--- src/rtl/local_ni_pkg.sv ---
// Shared types, widths and the timestamp helper for the local network interface.
// The global.vh macros are given fallback values here so the slice also builds on its own.
`ifndef DATA_WIDTH
`define DATA_WIDTH 32
`endif
`ifndef VALID_POS
`define VALID_POS 31
`endif
`ifndef TIME_WIDTH
`define TIME_WIDTH 4
`endif
`ifndef TIME_POS
`define TIME_POS 24
`endif
`ifndef MAX_TIME
`define MAX_TIME ((1 << `TIME_WIDTH) - 1)
`endif
`ifndef PC_INDEX_WIDTH
`define PC_INDEX_WIDTH 4
`endif
`ifndef NI_TIME_WRAP
`define NI_TIME_WRAP (`MAX_TIME - 1)
`endif

package local_ni_pkg;

  localparam int DATA_W    = `DATA_WIDTH;
  localparam int TIME_W    = `TIME_WIDTH;
  localparam int TIME_LSB  = `TIME_POS;
  localparam int VALID_BIT = `VALID_POS;
  localparam int COUNT_W   = `PC_INDEX_WIDTH;

  typedef logic [DATA_W-1:0] flit_t;
  typedef logic [TIME_W-1:0] ni_time_t;

  // Last value the time counter may hold; MAX_TIME itself means "no flit".
  localparam ni_time_t TIME_WRAP = TIME_W'(`NI_TIME_WRAP);

  // Replace the time field with the local counter and mark the flit valid.
  function automatic flit_t stamp_flit(input flit_t f, input ni_time_t t);
    flit_t r;
    r = f;
    r[TIME_LSB +: TIME_W] = t;
    r[VALID_BIT] = 1'b1;
    return r;
  endfunction

endpackage

--- src/rtl/local_ni_fifo.sv ---
// ni_fifo: synchronous show-ahead FIFO. The head is visible without a pop,
// reads as zero when empty, and a push is accepted while full if a pop
// frees the slot in the same cycle.
module ni_fifo #(
  parameter int DEPTH = 4,
  parameter int WIDTH = 32
) (
  input  logic                     clk,
  input  logic                     reset,
  input  logic                     push,
  input  logic [WIDTH-1:0]         wdata,
  input  logic                     pop,
  output logic [WIDTH-1:0]         rdata,
  output logic                     full,
  output logic                     empty,
  output logic [$clog2(DEPTH):0]   count
);

  localparam int AW = $clog2(DEPTH);
  localparam int PW = AW + 1;

  logic [WIDTH-1:0] mem [DEPTH];
  logic [PW-1:0]    wr_ptr;
  logic [PW-1:0]    rd_ptr;
  logic             do_push;
  logic             do_pop;

  // Same index with differing wrap bits means the writer lapped the reader.
  assign empty   = (wr_ptr == rd_ptr);
  assign full    = (wr_ptr[AW] != rd_ptr[AW]) && (wr_ptr[AW-1:0] == rd_ptr[AW-1:0]);
  assign count   = wr_ptr - rd_ptr;
  assign do_pop  = pop && !empty;
  assign do_push = push && (!full || do_pop);
  assign rdata   = empty ? '0 : mem[rd_ptr[AW-1:0]];

  // Pointer update; reset discards every stored entry at once.
  always_ff @(posedge clk) begin
    // NOTE: state registers use non-blocking assignments so every flop samples pre-edge values.
    if (reset) begin
      wr_ptr <= '0;
      rd_ptr <= '0;
    end else begin
      if (do_push) wr_ptr <= wr_ptr + PW'(1);
      if (do_pop)  rd_ptr <= rd_ptr + PW'(1);
    end
  end

  // Entry storage write.
  always_ff @(posedge clk) begin
    // NOTE: storage is not reset; empty/full come from the pointers, and rdata is masked while empty.
    if (do_push) mem[wr_ptr[AW-1:0]] <= wdata;
  end

endmodule

--- src/rtl/local_ni.sv ---
// local_ni: network interface on the router's local port. Timestamps and
// queues core flits for injection, and captures every ejected flit into a
// queue for the core, flagging any that cannot be absorbed.
module local_ni
  import local_ni_pkg::*;
#(
  parameter int INJ_DEPTH      = 4,
  parameter int EJ_DEPTH       = 4,
  parameter int ALMOST_FULL_TH = 1
) (
  input  logic               clk,
  input  logic               reset,
  input  logic [DATA_W-1:0]  core_inj_flit,
  input  logic               core_inj_valid,
  output logic               core_inj_ready,
  output logic [DATA_W-1:0]  inj_flit,
  input  logic               inj_grant,
  input  logic               inj_merge,
  input  logic [DATA_W-1:0]  ej_flit,
  output logic [DATA_W-1:0]  core_ej_flit,
  output logic               core_ej_valid,
  input  logic               core_ej_ready,
  output logic               ej_almost_full,
  output logic               ej_overflow,
  output logic [COUNT_W-1:0] inj_count
);

  localparam int INJ_OCC_W = $clog2(INJ_DEPTH) + 1;
  localparam int EJ_OCC_W  = $clog2(EJ_DEPTH) + 1;

  ni_time_t             time_q;
  logic                 inj_full, inj_empty, inj_push, inj_pop;
  logic [INJ_OCC_W-1:0] inj_occ;
  logic                 ej_full, ej_empty, ej_push, ej_push_ok, ej_pop;
  logic [EJ_OCC_W-1:0]  ej_occ, ej_occ_next;
  logic                 ej_af_next;

  assign core_inj_ready = !inj_full;
  assign inj_push       = core_inj_valid && !inj_full;
  // Grant and merge in the same cycle still consume only one flit.
  assign inj_pop        = (inj_grant || inj_merge) && !inj_empty;

  assign core_ej_valid  = !ej_empty;
  assign ej_push        = ej_flit[VALID_BIT];
  assign ej_pop         = core_ej_valid && core_ej_ready;
  assign ej_push_ok     = ej_push && (!ej_full || ej_pop);

  ni_fifo #(.DEPTH(INJ_DEPTH), .WIDTH(DATA_W)) u_inj_fifo (
    .clk   (clk),
    .reset (reset),
    .push  (inj_push),
    .wdata (stamp_flit(core_inj_flit, time_q)),
    .pop   (inj_pop),
    .rdata (inj_flit),
    .full  (inj_full),
    .empty (inj_empty),
    .count (inj_occ)
  );

  ni_fifo #(.DEPTH(EJ_DEPTH), .WIDTH(DATA_W)) u_ej_fifo (
    .clk   (clk),
    .reset (reset),
    .push  (ej_push),
    .wdata (ej_flit),
    .pop   (ej_pop),
    .rdata (core_ej_flit),
    .full  (ej_full),
    .empty (ej_empty),
    .count (ej_occ)
  );

  // Post-update ejection occupancy and the almost-full level it implies.
  always_comb begin
    // NOTE: every always_comb output gets a default first so no path can infer a latch.
    ej_occ_next = ej_occ;
    ej_af_next  = 1'b0;
    ej_occ_next = ej_occ + EJ_OCC_W'(ej_push_ok) - EJ_OCC_W'(ej_pop);
    ej_af_next  = (EJ_OCC_W'(EJ_DEPTH) - ej_occ_next) <= EJ_OCC_W'(ALMOST_FULL_TH);
  end

  // Free-running timestamp counter that skips the reserved MAX_TIME value.
  always_ff @(posedge clk) begin
    if (reset)                    time_q <= '0;
    else if (time_q == TIME_WRAP) time_q <= '0;
    else                          time_q <= time_q + TIME_W'(1);
  end

  // Injection counter, sticky overflow flag and registered almost-full.
  always_ff @(posedge clk) begin
    if (reset) begin
      inj_count      <= '0;
      ej_overflow    <= 1'b0;
      ej_almost_full <= 1'b0;
    end else begin
      if (inj_pop) inj_count <= inj_count + COUNT_W'(1);
      if (ej_push && !ej_push_ok) ej_overflow <= 1'b1;
      ej_almost_full <= ej_af_next;
    end
  end

  // Occupancy sanity check on both queues.
  always_ff @(posedge clk) begin
    if (!reset) begin
      assert (inj_occ <= INJ_OCC_W'(INJ_DEPTH));
      assert (ej_occ <= EJ_OCC_W'(EJ_DEPTH));
    end
  end

endmodule

--- config.mk ---
export PLATFORM = sky130hd
export DESIGN_NAME = local_ni
export DESIGN_NICKNAME = d
export VERILOG_FILES = /design/src/rtl/local_ni_pkg.sv /design/src/rtl/local_ni_fifo.sv /design/src/rtl/local_ni.sv
export SDC_FILE = /design/constraint.sdc
export NUM_CORES = 1
export LEC_CHECK = 0
export BUFFER_PORTS_ARGS = -buffer_cell sky130_fd_sc_hd__buf_2
export CAP_MARGIN = 5
export CELL_PAD_IN_SITES_DETAIL_PLACEMENT = 1
export CELL_PAD_IN_SITES_GLOBAL_PLACEMENT = 1
export CORE_MARGIN = 2
export CORE_UTILIZATION = 36
export DETAILED_ROUTE_END_ITERATION = 10
export GPL_ROUTABILITY_DRIVEN = 0
export PLACE_DENSITY_LB_ADDON = 0.12
export SKIP_LAST_GASP = 1
export SYNTH_ARGS = -nofsm -noshare
export SYNTH_HDL_FRONTEND = slang
export SYNTH_SLANG_ARGS = --single-unit
--- constraint.sdc ---
create_clock -name clk -period 2.5 [get_ports clk]
set_input_delay 0.125 -clock clk [delete_from_list [all_inputs] [get_ports clk]]
set_output_delay 0.125 -clock clk [all_outputs]
set_load 0.02 [all_outputs]
# ---- Word level (Yosys, flattened, before mapping)
# Memories as Yosys holds them, arrays and structs flattened. A register that Yosys moved wholly into a read port is not among the register bits.
# Index checks and enable logic that the tools add are counted.
# Widths: inputs -> output; s select.
dict set report classes {
  n_addsub 10
  order_cmp 1
  n_eq_ne 7
  n_mux 10
  reduce_logical 21
}
# op count
set op_table {}
lappend op_table {{$mux 32} 2}
lappend op_table {{$add 3x1->3 const B} 4}
lappend op_table {{$logic_and 1x1->1} 11}
lappend op_table {{$add 4x1->4 const B} 2}
lappend op_table {{$mux 2} 4}
lappend op_table {{$eq 3x3->1} 2}
lappend op_table {{$logic_not 1->1} 5}
lappend op_table {{$eq 2x2->1} 2}
lappend op_table {{$eq 4x4->1 const B} 1}
lappend op_table {{$logic_or 1x1->1} 4}
lappend op_table {{$mux 1} 4}
lappend op_table {{$add 3x1->3} 1}
lappend op_table {{$le 3x1->1 const B} 1}
lappend op_table {{$sub 3x1->3} 1}
lappend op_table {{$sub 3x3->3} 1}
lappend op_table {{$sub 3x3->3 const A} 1}
lappend op_table {{$ne 1x1->1} 2}
lappend op_table {{$reduce_or 2->1} 1}
dict set report word_totals {
  regBits 22
  ram_bits 252
  out_inout_bits 72
  wordCells 59
  mem_count 2
}
# name words word_bits rd rd_clocked_by_memory_dff wr line_no
set memory_table {}
lappend memory_table {u_ej_fifo.mem 4 32 1 1 1 local_ni_fifo.sv:22} ;# logic [WIDTH-1:0] mem [DEPTH];
lappend memory_table {u_inj_fifo.mem 4 31 1 1 1 local_ni_fifo.sv:22}

# ---- Logic depth before layout (Yosys ltp)
# Gate-level depths: netlist of run 1.
dict set report depth {
  ltp_word 9
  mapped_depth 12
  mapped_depth_nobuf 12
}

# ---- Hierarchy
# A second synthesis of run 1 with hierarchy kept.
dict set report hier_totals {
  hier_cells 573
  area_unflattened_um2 11222.0
}
# mod instances cells_per_inst area_per_inst_um2 seq_area_each_um2
set modules_own_cells {}
lappend modules_own_cells {ni_fifo 2 259 5362.6 4003.8}
lappend modules_own_cells {local_ni 1 55 496.7 200.2}

# ---- Worst setup path after synthesis of run 1
# No wires, ideal clock.
dict set report synth_timing {
  path_kind {flip-flop to flip-flop}
  from {reg u_ej_fifo.wr_ptr[1]}
  to {reg ej_almost_full}
  arrival_time_ns 2.503
  required_ns 2.384
  slack_ns -0.119
  path_stages_with_launch 12
  path_buffers 0
  cell_sequence {dfxtp_1 > xor2_1 > o31ai_1 > inv_1 > fa_1 > inv_1 > fa_1 > inv_1 > ha_1 > xnor2_1 > xnor2_1 > nor3_1}
}
dict set report synth_via {
  elab_chain_cells 9
  elab_cells_between_ends 13
  cone_classes {add/sub: 4; order compare: 1; eq/ne: 2; reduce/logical: 6}
}
# element line_no
set synth_lines {}
lappend synth_lines {{start, declared} local_ni_fifo.sv:23} ;# logic [PW-1:0] wr_ptr;
lappend synth_lines {{start signal, assigned} local_ni_fifo.sv:43} ;# if (do_push) wr_ptr <= wr_ptr + PW'(1);
lappend synth_lines {{$eq 3x3->1 or $eq 2x2->1 (tied branches)} {local_ni_fifo.sv:29, local_ni_fifo.sv:30}}
lappend synth_lines {{$logic_not 1->1 or $logic_and 1x1->1 (tied branches)} {local_ni.sv:43, local_ni_fifo.sv:30}}
lappend synth_lines {{$logic_and 1x1->1 or $logic_not 1->1 (tied branches)} {local_ni.sv:45, local_ni.sv:46}}
lappend synth_lines {{$logic_or 1x1->1} local_ni.sv:46} ;# assign ej_push_ok = ej_push && (!ej_full || ej_pop);
lappend synth_lines {{$logic_and 1x1->1} local_ni.sv:46}
lappend synth_lines {{$add 3x1->3} local_ni.sv:77} ;# ej_occ_next = ej_occ + EJ_OCC_W'(ej_push_ok) - EJ_OCC_W'(ej_pop);
lappend synth_lines {{$sub 3x1->3 (*)} local_ni.sv:77}
lappend synth_lines {{$sub 3x3->3 (*)} local_ni.sv:78} ;# ej_af_next = (EJ_OCC_W'(EJ_DEPTH) - ej_occ_next) <= EJ_OCC_W'(ALMOST_FULL_TH);
lappend synth_lines {{$le 3x1->1 (*)} local_ni.sv:78}
lappend synth_lines {{end signal, assigned} local_ni.sv:97} ;# ej_almost_full <= ej_af_next;
lappend synth_lines {{end, declared} local_ni.sv:23} ;# output logic ej_almost_full,
# Every way passes the cells marked *; elsewhere a longest branch is shown, timed or not.
# A chain may end at the register's enable or synchronous reset.

# ---- Worst setup path in the final report of run 1
dict set report layout_timing {
  from {reg u_ej_fifo.rd_ptr[2]}
  to {reg ej_almost_full}
}
dict set report layout_via {
  elab_chain_cells 9
  elab_cells_between_ends 13
  cone_classes {add/sub: 4; order compare: 1; eq/ne: 2; reduce/logical: 6}
}
# element line_no
set layout_lines {}
lappend layout_lines {{start, declared} local_ni_fifo.sv:24} ;# logic [PW-1:0] rd_ptr;
lappend layout_lines {{start signal, assigned} local_ni_fifo.sv:44} ;# if (do_pop) rd_ptr <= rd_ptr + PW'(1);
lappend layout_lines {{$eq 3x3->1 or $ne 1x1->1 (tied branches)} {local_ni_fifo.sv:29, local_ni_fifo.sv:30}}
lappend layout_lines {{$logic_not 1->1 or $logic_and 1x1->1 (tied branches)} {local_ni.sv:43, local_ni_fifo.sv:30}}
lappend layout_lines {{$logic_and 1x1->1 or $logic_not 1->1 (tied branches)} {local_ni.sv:45, local_ni.sv:46}}
lappend layout_lines {{$logic_or 1x1->1} local_ni.sv:46}
lappend layout_lines {{$logic_and 1x1->1} local_ni.sv:46}
lappend layout_lines {{$add 3x1->3} local_ni.sv:77}
lappend layout_lines {{$sub 3x1->3 (*)} local_ni.sv:77}
lappend layout_lines {{$sub 3x3->3 (*)} local_ni.sv:78}
lappend layout_lines {{$le 3x1->1 (*)} local_ni.sv:78}
# Marked as above.

==> results.yml, run 1 <==
cts:
  cts_tree: "done"
  clock_sinks: 278
  ctsHtreeMaxLevel: 1
  clk_latency_ns: 0.53
  cts_root_buf: "clkbuf_16"
  ctsLongestPathBuffers: 3
  path_clk_slew_ns: 0.06
  numCtsBuffers: 29
final_layout:
  fin_cells: 1187
  multiInputGateArea_um2: 2750
  fill_cells: 2818
  layout_commonest_cell: "edfxtp_1"
  finish.utilization_pct: 46.7
  seqCellArea_um2: 8110
  final_cell_mix: "252 x edfxtp_1, 136 x buf_2, 63 x mux4_2"
  layout.nets: 863
  final_layout_size_suffix_gt1_share_pct: 37.8
  n_antenna_cell: 0
  syn_to_final_growth_pct: 27.7
synth:
  synth-simple-area-share_pct: 5.46
  ys_types: 34
  yosysSeqAreaShare_pct: 74.4
  synthAdderAreaFrac_pct: 2.10
  synth.top_cell.area_share_pct: 69.7
  synth_top_family_by_area: "multiplexers"
  synth_top_area_cell: "edfxtp_1"
  netlist_top_cells_area: "edfxtp_1 70%, mux4_2 13%, dfxtp_1 4.8%, nor2b_1 3.5%, ha_1 1.7%"
  ys_ff_latch: 278
  synth_compound_area_share_pct: 1.20
  yosys_warnings: 0
  muxShareOfSynthArea_pct: 13.4
  synth_fp_nets: 630
  synth_area_per_cell_um2: 20.0
  synth-xor-area-share_pct: 1.98
  netlist_area_um2: 10900
  syn_inst: 543
global_routing:
  grt_first_pass_wirelength_mm: 35.8
  antenna_found_initial: 1
  first_global_vias: 6350
  grt_usage_pct: 14.8
  gr-total-overflow: 0
  grt_max_degree: 34
floorplanning:
  die_w_um: 178
  io_pins: 142
  rows: 63
  dieArea_um2: 31600
  core-area_um2: 29700
  die_h_um: 178
  start_util_pct: 36.6
critical_path:
  critPathLaunchType: "flip-flop"
  crit_path_frequent_cell: "inv_1"
  slowest_delay_ns: 0.40
  end_kind: "flip-flop"
  ff2ff_path_depth: 11
  worstSetupEndpoint: "ej_almost_full$_SDFF_PP0_"
  crit_fanout: 3
  crit_chain: "xor2_4 > o31ai_4 > inv_2 > fa_2 > inv_1 > fa_1 > inv_1 > ha_2 > xnor2_2 > xnor2_1 > nor3_1"
  r2r_slack_ns: -0.01
  critPathArrivalTime_ns: 2.90
  crit_start: "u_ej_fifo.rd_ptr[2]$_SDFFE_PP0P_"
  r2r_end: "ej_almost_full$_SDFF_PP0_"
  path_class: "flip-flop to flip-flop"
  worstPathRequired_ns: 2.89
  r2r-start: "u_ej_fifo.rd_ptr[2]$_SDFFE_PP0P_"
  critPathSlowestCell: "fa_1"
sta:
  holdWs_ns: 0.0358
  setup_viol_count_final: 1
  tightestPinTransition_ns: 0.923
  fin_crit_sh_pct: 100
  final.min_clock_period_ns: 2.51
  worst_slack_ns: -0.0106
  finalClockSkew_ns: 0.00905
  rsz0062_at_grt: "yes"
  hold_viol: 0
  relSlewSlack_pct: 38.5
  fmax_mhz: 398
  drv_slew: 0
place:
  dp.cells: 1073
  dp_hpwl_mm: 13.4
  io_buffers: 136
  place_ws_ns: -0.173
routing:
  vias: 5622
  ant_nets: 0
  wl_per_cell_um: 19.0
  drt_iter0_drc: 282
  wl_mm: 22.5
  vias_per_cell: 4.74
  first_pass_iters: 4
  drc: 0
outcome:
  status: "complete, but fails checks"
  failed_checks: "negative setup slack"
power_and_ir_drop:
  clkPwrFrac_pct: 30.3
  p_leak_uw: 0.00489
  seq_power_share_pct: 42.0
  p_comb_share_pct: 27.7
  power_density_nw_per_um2: 951
  peakVddDrop_mv: 0.548
  switching_power_uw: 3910
  p_int_uw: 9270
  sw_frac_of_total_pct: 29.7
run:
  maxCapViolCount: 0
worst_hold_path:
  hp-class: "input port to flip-flop"
  holdCritStartpoint: "reset"
[worst min-delay path by stage]
stage	to	slack, ns	cells after the start
5_1_grt	ej_overflow$_SDFFE_PP0P_	0.05	2
4_1_cts	ej_overflow$_SDFFE_PP0P_	0.007	2
6_report	u_inj_fifo.wr_ptr[1]$_SDFFE_PP0P_	0.04	2
2_1_floorplan	inj_count[3]$_SDFFE_PP0P_	0.19	1
3_3_place_gp	u_inj_fifo.mem[2][10]$_DFFE_PP_	0.33	1
3_5_place_dp	u_inj_fifo.mem[1][20]$_DFFE_PP_	0.34	1
[per-stage QoR]
step | instance area (µm²) | TNS [ns] | total power, µW
CTS | 13900 | 0 | 13400
global placement | 12300 | -0.0500 | 9210
floorplan | 10900 | 0 | 7950
detailed placement | 12300 | -0.173 | 9270
global route | 13900 | -0.123 | 13900
finish | 13900 | -0.0106 | 13200
[area by class of cell]
cell class | count | area share (%)
Clock buffer | 34 | 5.37
Inverter | 17 | 0.460
Clock inverter | 18 | 1.00
Multi-Input combinational cell | 227 | 19.8
Timing Repair Buffer | 223 | 11.4
Sequential cell | 278 | 58.5
Tap cell | 390 | 3.52
[power by group through the flow]
| stage | registers (µW) | clock network [µW] | logic [µW] |
|---|---|---|---|
| final | 5540 | 4000 | 3650 |
| after global routing | 5570 | 4310 | 4000 |
| after CTS | 5550 | 4140 | 3750 |
| after detailed placement | 5640 | 0 | 3630 |
| after global placement | 5620 | 0 | 3590 |
| after floorplan | 5590 | 0 | 2360 |
[cells in the mapped netlist]
cell type	instances
and2_1	7
xor2_2	3
nor2_1	18
nand3_1	2
edfxtp_1	252
nor2b_1	60
o31ai_1	2
dfxtp_1	26
mux2i_1	4
o31a_1	1
o311ai_1	1
xor2_1	7
and3_1	1
nor3_2	1
inv_1	17
a311oi_1	2
or4_1	1
nand2_1	2
nand4b_1	1
and2b_1	4
a31oi_2	1
a21oi_1	7
clkbuf_1	13
mux4_2	63
nor3_1	4
fa_1	2
o311ai_0	1
buf_2	7
xnor2_1	12
nor4_1	1
buf_1	1
o41ai_1	1
o21ai_0	3
ha_1	15
[sequential cells by signal (all words and copies together) (netlist names), named ones only]
| name | count |
|---|---|
| ej_almost_full | 1 |
| ej_overflow | 1 |
| inj_count | 4 |
| time_q | 4 |
| u_ej_fifo.mem | 128 |
| u_ej_fifo.rd_ptr | 3 |
| u_ej_fifo.wr_ptr | 3 |
| u_inj_fifo.mem | 124 |
| u_inj_fifo.rd_ptr | 3 |
| u_inj_fifo.wr_ptr | 3 |
[repair_timing]
item	4_1_cts	5_1_grt
resized for setup	16	4
setup endpoints to repair	1	10
pin swaps	5	4
hold endpoints to repair	238	0
setup buffers	1	1
hold buffers	60	0
[worst max-delay path: cells and delay by family (launching register included)]
family / cells / cell delay [ns]
adder cells (fa/ha/maj): 3 / 0.97
XOR/XNOR: 3 / 0.45
flip-flops: 1 / 0.38
AO/OA/AOI/OAI: 1 / 0.29
buffers and inverters: 3 / 0.23
AND/OR/NAND/NOR: 1 / 0.06
[layer usage]
metal,up-vias,share of wire (%),wire length [µm],global-route usage (%)
li1,2595,-,-,-
met1,2887,43,9780,19.3
met2,107,50,11300,25.7
met3,31,4.7,1060,2.59
met4,2,1.6,364,3.59
met5,-,0.058,13,0
[kinds of logic (layout without fill, tap and decap cells)]
| kind of cell | Yosys count | after routing |
|---|---|---|
| flip-flops | 278 | 278 |
| adder cells (fa/ha/maj) | 17 | 17 |
| XOR/XNOR | 22 | 22 |
| multiplexers | 67 | 67 |
| AND/OR/NAND/NOR | 102 | 102 |
| buffers and inverters | 38 | 292 |
| AO/OA/AOI/OAI | 19 | 19 |
(Power assumes the default switching activity.)
==> run 2: changes to the inputs <==
Settings changed: GPL_TIMING_DRIVEN from default to 0.
Clock period 2.5 ns to 3.2 ns, I/O delays scaled along.
==> results.yml, run 2 (synthesis results as in run 1) <==
outcome:
  status: "completed"
critical_path:
  r2r_slack_ns: 0.27
  critPathSlowestCell: "dfxtp_1"
  path_class: "flip-flop to flip-flop"
  end_kind: "flip-flop"
  slowest_delay_ns: 0.53
  crit_fanout: 6
  crit_path_frequent_cell: "inv_1"
  critPathArrivalTime_ns: 3.38
  worstPathRequired_ns: 3.65
  crit_chain: "xor2_2 > o31ai_1 > inv_1 > fa_1 > inv_1 > fa_1 > inv_1 > ha_1 > xnor2_1 > xnor2_1 > nor3_1"
  critPathLaunchType: "flip-flop"
final_layout:
  layout_commonest_cell: "edfxtp_1"
  fill_cells: 2840
  final_cell_mix: "252 x edfxtp_1, 143 x buf_2, 63 x mux4_2"
  multiInputGateArea_um2: 2660
  final_layout_size_suffix_gt1_share_pct: 34.0
  layout.nets: 861
  seqCellArea_um2: 8090
  largest_reg_flops: 128
  syn_to_final_growth_pct: 26.1
cts:
  cts_setup_buffers: 0
  clk_latency_ns: 0.54
  clock_sinks: 278
  ctsLongestPathBuffers: 3
  ctsHtreeMaxLevel: 1
  path_clk_slew_ns: 0.06
  cts_root_buf: "clkbuf_16"
  cts_tree: "done"
  numCtsBuffers: 30
global_routing:
  grt_usage_pct: 14.7
  antenna_found_initial: 1
  gr-total-overflow: 0
  grt_max_degree: 33
  first_global_vias: 6432
  grt_first_pass_wirelength_mm: 35.5
sta:
  final.min_clock_period_ns: 2.93
  fmax_mhz: 341
  tightestPinTransition_ns: 0.945
  fin_crit_sh_pct: 91.6
  drv_slew: 0
  rsz0062_at_grt: "no"
  holdWs_ns: 0.0596
  hold_viol: 0
  relSlewSlack_pct: 37.0
  finalClockSkew_ns: 0.0113
  setup_viol_count_final: 0
  fin_tns_setup_ns: 0
routing:
  ant_nets: 0
  wl_met2_mm: 11.5
  drt_iter0_drc: 246
  wl_per_cell_um: 19.0
  top_layer_used: "met4"
  wl_met1_mm: 9.64
  vias_per_cell: 4.79
  drc: 0
  vias: 5701
  wl_mm: 22.5
  first_pass_iters: 4
  wl_met3_um: 994
power_and_ir_drop:
  peakVddDrop_mv: 0.542
  power_density_nw_per_um2: 756
  p_leak_uw: 0.00483
worst_hold_path:
  hp-class: "input port to flip-flop"
run:
  maxCapViolCount: 0
place:
  io_buffers: 136
  dp_hpwl_mm: 14.0
floorplanning:
  io_pins: 142
  core-area_um2: 29700
  die_w_um: 178
  dieArea_um2: 31600
  die_h_um: 178
  rows: 63
  start_util_pct: 36.6
[run 2: changes by cell type in the layout (fill, tap and decap cells not counted), sizes merged]
cell and change:
buf -16, clkinv +2, clkbuf +17, clkinvlp -2
diode +1
[run 2: worst paths after layout]
path / startpoint / end / cells past startpoint
min reg2reg: ej_overflow$_SDFFE_PP0P_ / ej_overflow$_SDFFE_PP0P_ / 2
max: u_ej_fifo.wr_ptr[1]$_SDFFE_PP0P_ / ej_almost_full$_SDFF_PP0_ / 11
min: core_ej_ready / ej_overflow$_SDFFE_PP0P_ / 4
max reg2reg: u_ej_fifo.wr_ptr[1]$_SDFFE_PP0P_ / ej_almost_full$_SDFF_PP0_ / 11
[run 2: area by class of cell]
type	count	area share (%)
Tap cell	390	3.56
Multi-Input combinational cell	227	19.4
Antenna cell	1	0.0183
Buffer	21	0.640
Sequential cell	278	59.1
Clock inverter	18	0.987
Inverter	17	0.466
Clock buffer	38	6.00
Timing Repair Buffer	199	9.85
[run 2: metal layers]
layer / GRT usage, % / up-vias
met1: 18.6 / 2966
li1: - / 2592
met5: 0 / -
met2: 26.1 / 111
met3: 2.72 / 32
met4: 3.48 / 0
[run 2: power breakdown]
group / total [µW] / internal [µW] / switching [µW]
clock network: 3310 / 1960 / 1340
registers: 4310 / 4200 / 114
logic: 2740 / 1130 / 1610
total: 10400 / 7290 / 3060
[run 2: what timing repair did]
item / 4_1_cts / 5_1_grt
setup endpoints to repair: 0 / 21
hold buffers: 60 / 0
resized for setup: 0 / 4
hold endpoints to repair: 241 / 0
[run 2: critical path: cells and delay by family (launching register included)]
kind / cells / cell delay (ns)
xor gates and xnor gates: 3 / 0.40
buffers and inverters: 3 / 0.27
AOI/OAI and AO/OA: 1 / 0.51
adders and majority gates: 3 / 0.98
and+or+nand+nor: 1 / 0.15
DFF: 1 / 0.53
[run 2: through the flow]
step	instances	utilization, %	worst slack [ns]	power [µW]	instance area (µm²)
2_1_floorplan	543	-	0.581	6200	10900
4_1_cts	1188	46.0	0.0423	10500	13700
6_report	1189	46.1	0.270	10400	13700
3_3_place_gp	1069	40.5	0.115	7060	12000
5_1_grt	1189	46.1	0.0122	10900	13700
3_5_place_dp	1072	40.7	0.216	7130	12100
